<file path="config.mk">
export PLATFORM = sky130hd
export DESIGN_NAME = alu_nibble_seq_ctrl
export DESIGN_NICKNAME = d
export VERILOG_FILES = /design/src/rtl/alu_nibble_seq_ctrl_pkg.sv /design/src/rtl/nibble_add.sv /design/src/rtl/alu_nibble_seq_ctrl.sv
export SDC_FILE = /design/constraint.sdc
export NUM_CORES = 1
export LEC_CHECK = 0
export ABC_AREA = 1
export CORE_UTILIZATION = 45
export CTS_CLUSTER_DIAMETER = 40
export CTS_CLUSTER_SIZE = 20
export DETAILED_ROUTE_END_ITERATION = 7
export PLACE_DENSITY = 0.67
export RECOVER_POWER = 50
export REMOVE_ABC_BUFFERS = 1
export SKIP_CTS_REPAIR_TIMING = 1
export SYNTH_ARGS = -nofsm -noshare
export SYNTH_HDL_FRONTEND = slang
export SYNTH_SLANG_ARGS = --single-unit
</file>
<file path="constraint.sdc">
create_clock -name clk -period 2.7 [get_ports clk]
set_input_delay 0.405 -clock clk [delete_from_list [all_inputs] [get_ports clk]]
set_output_delay 0.405 -clock clk [all_outputs]
set_load 0.02 [all_outputs]
</file>
<file path="src/rtl/alu_nibble_seq_ctrl_pkg.sv">
// Shared opcodes and FSM encodings for the nibble-serial ALU sequencer.
package alu_nibble_seq_ctrl_pkg;

  localparam logic [1:0] OP_ADD = 2'b00;
  localparam logic [1:0] OP_SUB = 2'b01;
  localparam logic [1:0] OP_NEG = 2'b10;
  localparam logic [1:0] OP_ABS = 2'b11;

  typedef enum logic [1:0] {
    S_IDLE = 2'b00,
    S_RUN  = 2'b01,
    S_DONE = 2'b10
  } state_t;

endpackage

</file>
<file path="src/rtl/nibble_add.sv">
// 4-bit ripple-carry adder slice, time-multiplexed by the sequencer.
module nibble_add (
  input  logic [3:0] a,
  input  logic [3:0] b,
  input  logic       ci,
  output logic [3:0] sum,
  output logic       co
);

  logic [4:0] c;

  assign c[0] = ci;

  for (genvar i = 0; i < 4; i++) begin : g_bit
    assign sum[i] = a[i] ^ b[i] ^ c[i];
    assign c[i+1] = (a[i] & b[i])
                  | (c[i] & (a[i] ^ b[i]));
  end

  assign co = c[4];

endmodule

</file>
<file path="src/rtl/alu_nibble_seq_ctrl.sv">
// Nibble-serial ADD/SUB/NEG/ABS sequencer around one nibble_add slice.
// Signed overflow flag is built only with SEC_CALC_ALU_OVF_EN defined.
module alu_nibble_seq_ctrl
  import alu_nibble_seq_ctrl_pkg::*;
#(
  parameter int NIBBLES = 4
) (
  input  logic                 clk,
  input  logic                 rst,
  input  logic                 cmd_valid,
  output logic                 cmd_ready,
  input  logic [1:0]           cmd_op,
  input  logic [4*NIBBLES-1:0] op_a,
  input  logic [4*NIBBLES-1:0] op_b,
  output logic                 res_valid,
  input  logic                 res_ready,
  output logic [4*NIBBLES-1:0] result,
  output logic                 carry_out,
  output logic                 ovf,
  output logic                 busy
);

  localparam int W  = 4 * NIBBLES;
  localparam int IW = (NIBBLES > 1) ? $clog2(NIBBLES) : 1;
  localparam logic [IW-1:0] LAST = IW'(NIBBLES - 1);

  state_t        state;
  logic [W-1:0]  x_sh;
  logic [W-1:0]  y_sh;
  logic [W-1:0]  acc;
  logic [W-1:0]  acc_nx;
  logic          cy;
  logic [IW-1:0] idx;
  logic [3:0]    sum;
  logic          co;
  logic [W-1:0]  x_ld;
  logic [W-1:0]  y_ld;
  logic          c_ld;
  logic          accept;
  logic          last;

  assign accept = (state == S_IDLE) && cmd_valid && cmd_ready;
  assign last   = (state == S_RUN) && (idx == LAST);

  nibble_add u_add (
    .a   (x_sh[3:0]),
    .b   (y_sh[3:0]),
    .ci  (cy),
    .sum (sum),
    .co  (co)
  );

  // ABS sign decision is made here, from A as presented at accept.
  always_comb begin
    x_ld = op_a;
    y_ld = op_b;
    c_ld = 1'b0;
    unique case (cmd_op)
      OP_ADD: ;
      OP_SUB: begin
        y_ld = ~op_b;
        c_ld = 1'b1;
      end
      OP_NEG: begin
        x_ld = '0;
        y_ld = ~op_a;
        c_ld = 1'b1;
      end
      OP_ABS: begin
        if (op_a[W-1]) begin
          x_ld = '0;
          y_ld = ~op_a;
          c_ld = 1'b1;
        end else begin
          y_ld = '0;
        end
      end
    endcase
  end

  always_comb begin
    acc_nx = acc;
    for (int k = 0; k < NIBBLES; k++) begin
      if (idx == IW'(k)) acc_nx[4*k +: 4] = sum;
    end
  end

  always_ff @(posedge clk or negedge rst) begin
    if (!rst) begin
      state     <= S_IDLE;
      cmd_ready <= 1'b1;
      res_valid <= 1'b0;
      busy      <= 1'b0;
      result    <= '0;
      carry_out <= 1'b0;
      x_sh      <= '0;
      y_sh      <= '0;
      acc       <= '0;
      cy        <= 1'b0;
      idx       <= '0;
    end else begin
      case (state)
        S_IDLE: begin
          if (accept) begin
            state     <= S_RUN;
            cmd_ready <= 1'b0;
            busy      <= 1'b1;
            x_sh      <= x_ld;
            y_sh      <= y_ld;
            cy        <= c_ld;
            idx       <= '0;
          end
        end
        S_RUN: begin
          x_sh <= x_sh >> 4;
          y_sh <= y_sh >> 4;
          cy   <= co;
          acc  <= acc_nx;
          idx  <= idx + 1'b1;
          if (last) begin
            state     <= S_DONE;
            res_valid <= 1'b1;
            result    <= acc_nx;
            carry_out <= co;
          end
        end
        S_DONE: begin
          if (res_ready) begin
            state     <= S_IDLE;
            res_valid <= 1'b0;
            busy      <= 1'b0;
            cmd_ready <= 1'b1;
          end
        end
        default: state <= S_IDLE;
      endcase
    end
  end

`ifdef SEC_CALC_ALU_OVF_EN
  localparam logic [W-1:0] MIN = {1'b1, {(W-1){1'b0}}};

  logic [1:0] op_q;
  logic       a_sgn;
  logic       b_sgn;
  logic       a_min;

  always_ff @(posedge clk or negedge rst) begin
    if (!rst) begin
      ovf   <= 1'b0;
      op_q  <= OP_ADD;
      a_sgn <= 1'b0;
      b_sgn <= 1'b0;
      a_min <= 1'b0;
    end else begin
      if (accept) begin
        op_q  <= cmd_op;
        a_sgn <= op_a[W-1];
        b_sgn <= op_b[W-1];
        a_min <= (op_a == MIN);
      end
      if (last) begin
        unique case (op_q)
          OP_ADD:
            ovf <= (a_sgn == b_sgn)
                 && (acc_nx[W-1] != a_sgn);
          OP_SUB:
            ovf <= (a_sgn != b_sgn)
                 && (acc_nx[W-1] != a_sgn);
          OP_NEG, OP_ABS:
            ovf <= a_min;
        endcase
      end
    end
  end
`else
  assign ovf = 1'b0;
`endif

endmodule

</file>
==> qor.txt <==
===========================================================================================
Result of the run                                                                 completed
Fraction of the yosys area taken by sequential cells                                  46.8%
Global-route usage over all layers                                                    20.7%
Largest net degree at the start of global routing                                        37
Fraction of final layout cells with drive strength greater than 1                     5.15%
Crit path launch type                                                             flip-flop
Placed wire-length estimate after detailed placement                                5370 um
Worst EP required                                                                   2.99 ns
GRT Residual Overflow                                                                     0
Die width                                                                           92.6 um
Critical Path Sink Type                                                           flip-flop
Detailed-route DRC error count                                                            0
Startpoint-to-endpoint class of the critical path                              flip-flop to flip-flop
Netlist Area Pre-Place                                                         0.00369 mm^2
Static leakage                                                                      2.46 nW
Number of clock buffers inserted by TritonCTS                                             9
Fill cells                                                                              742
TritonCTS Sinks                                                                          69
Die H                                                                               92.6 um
Largest stage delay on the critical path                                            0.46 ns
Total power divided by cell area                                                942 mW/mm^2
Placer's final routability congestion estimate                                        0.779
Vias per std cell                                                                      4.73
Area of all placed cells without fillers                                       0.00454 mm^2
Pins Over Slew Limit                                                                      0
Number of buffers inserted by port buffering                                             57
Growth of design area from synthesis to finish                                        22.9%
Clock Latency Late Sink                                                             0.35 ns
Number of search-and-repair iterations in the first detailed-routing pass                 5
Ant. Diodes                                                                               0
Max Clock Freq                                                                      399 MHz
Cells after synthesis                                                                   506
Distinct cell type count of the synthesized netlist                                      24
Initial core utilization                                                              47.1%
Library cell appearing most often on the critical path                                 fa_1
Crit-path max FO                                                                          4
Crit path cell chain                                                           fa_1, inv_1, fa_1, inv_1, fa_1, inv_1, fa_1, o21ai_1, nand2_1, nand2_1
Boundary Pins                                                                            59
Worst-margin pin slew                                                               1.12 ns
CTS Root Cell                                                                      clkbuf_8
CTS max path bufs                                                                         2
Worst Path Arrival                                                                  2.79 ns
# Max-Cap Violations                                                                      0
Avg Cell Area, Syn                                                                7.30 um^2
Initial antenna violation count                                                           0
Nets                                                                                    608
CTS tree                                                                                yes
Maximum ir drop on the vdd rail                                                    0.403 mV
Number of vias after detailed routing                                                  3146
Global-route wire length before repair                                             14000 um
Floorplan Core Area                                                            0.00785 mm^2
Highest-delay cell along the critical path                                             fa_1
Final sum of negative setup slack                                                      0 ns
Setup repair after global routing missed its margin                                   false
Commonest non-fill, non-tap cell in the layout                                      nand2_1
Area of the die                                                                0.00857 mm^2
Maximum level of the CTS H-tree                                                           3
Crit share post-route                                                                 92.8%
Max-slew headroom                                                                     25.4%
Register clock-pin slew on the reported worst setup and hold paths                  0.08 ns
Placement row count                                                                      32
Total count of hold-check failures in the final report                                    0
Number of design-rule violations left by the first detailed-router iteration            105
Post-DRT Antenna Nets                                                                     0
Total Wirelength                                                                    7870 um
Area after DPL                                                                 0.00431 mm^2
Post-synthesis register bit count                                                        69
Warnings from Yosys                                                                       0
Number of endpoints failing setup at the final stage                                      0
Hold/Removal Path Class                                                        input pin to async pin
Post-layout min period                                                              2.51 ns
Worst Clk Skew                                                                    0.0126 ns
Number of global-route vias before repair                                              3077
Most frequent cells in the layout                                              nand2_1, inv_1, dfrtp_1, clkdlybuf4s50_1, nand3_1
Average wire per cell in the routed design                                          11.8 um
===========================================================================================
-- report_power, final --
group	internal [mW]	leakage, nW	total [mW]	switching [mW]
logic	0.654	1.44	1.72	1.07
registers	1.39	0.909	1.57	0.184
clock network	0.572	0.116	0.978	0.406
total	2.62	2.46	4.28	1.66
-- kinds of logic (layout without fill, tap and decap cells) --
kind of cell,Yosys count,count (layout),synth area share (%)
simple gates,269,269,29.7
buf+inv,98,155,10.8
flops,69,69,46.8
compound gates,57,57,7.79
fa+ha+maj,12,12,4.88
other cells,1,1,0.102
-- layout make-up --
class                      count  area [um^2]  share of cell area, %
sequential                    69         1730                   38.1
multi-input combinational    339         1560                   34.3
timing repair buffer          63          607                   13.4
inverter                      76          288                   6.34
clock buffer                  11          151                   3.34
tap                          102          128                   2.81
clock inverter                 5         81.3                   1.79
-- per-stage QoR --
| stage | instances | hold WS, ns | total power, mW | worst slack (ns) | utilization (%) |
|---|---|---|---|---|---|
| floorplan | 484 | 0.109 | 2.68 | 0.321 | - |
| global placement | 648 | 0.205 | 3.28 | 0.226 | 55.0 |
| detailed placement | 648 | 0.212 | 3.34 | 0.132 | 55.0 |
| CTS | 664 | -0.162 | 4.32 | 0.118 | 57.9 |
| global route | 665 | 0.421 | 4.63 | 0.0231 | 57.8 |
| finish | 665 | 0.397 | 4.28 | 0.195 | 57.8 |
-- state kept, by name (all words and copies together) (netlist names) --
name	cells
x_sh	16
carry_out	1
cmd_ready	1
result	16
state	2
busy	1
cy	1
acc	12
idx	2
y_sh	16
res_valid	1
-- cell usage after synthesis --
cell type,number,area share (%)
or2_2,3,0.51
nor3b_1,1,0.20
nand2_4,1,0.30
buf_2,13,1.8
a21oi_1,30,4.1
conb_1,1,0.10
inv_1,74,7.5
dfrtp_1,68,46
nor3_1,1,0.14
clkbuf_1,5,0.51
o31ai_1,1,0.20
nand2_1,217,22
buf_4,3,0.61
dfstp_2,1,0.71
nand2_2,2,0.34
buf_1,1,0.10
o21ai_0,26,3.5
fa_1,4,2.2
nor2_4,1,0.30
nand3_1,42,5.7
inv_2,1,0.10
nor2_1,1,0.10
inv_4,1,0.17
ha_1,8,2.7
-- path summary, 6_finish.rpt --
kind                           start         to  slack (ns)  cells after the start
min in group clk           result[5]  result[5]        0.48                      2
min                              rst  result[8]        0.40                      2
max                               cy  result[3]        0.19                     10
max reg2reg                       cy  result[3]        0.19                     10
max in group asynchronous        rst    x_sh[6]        1.20                      3
min reg2reg                result[5]  result[5]        0.48                      2
-- routing by layer --
metal,GRT usage (%),wire (um),vias to the layer above
met1,27.1,3780,1426
met5,0,0,-
met3,3.12,243,13
met2,34.6,3720,67
li1,-,-,1640
met4,7.42,122,0
-- critical path: cells and delay by family, from the launching register on --
kind	cells	cell delay [ns]
AO/OA/AOI/OAI	1	0.21
buffers and inverters	3	0.20
flip-flops	1	0.41
AND/OR/NAND/NOR	2	0.16
adder cells (fa/ha/maj)	4	1.45
Power figures use the tool's default switching activity.
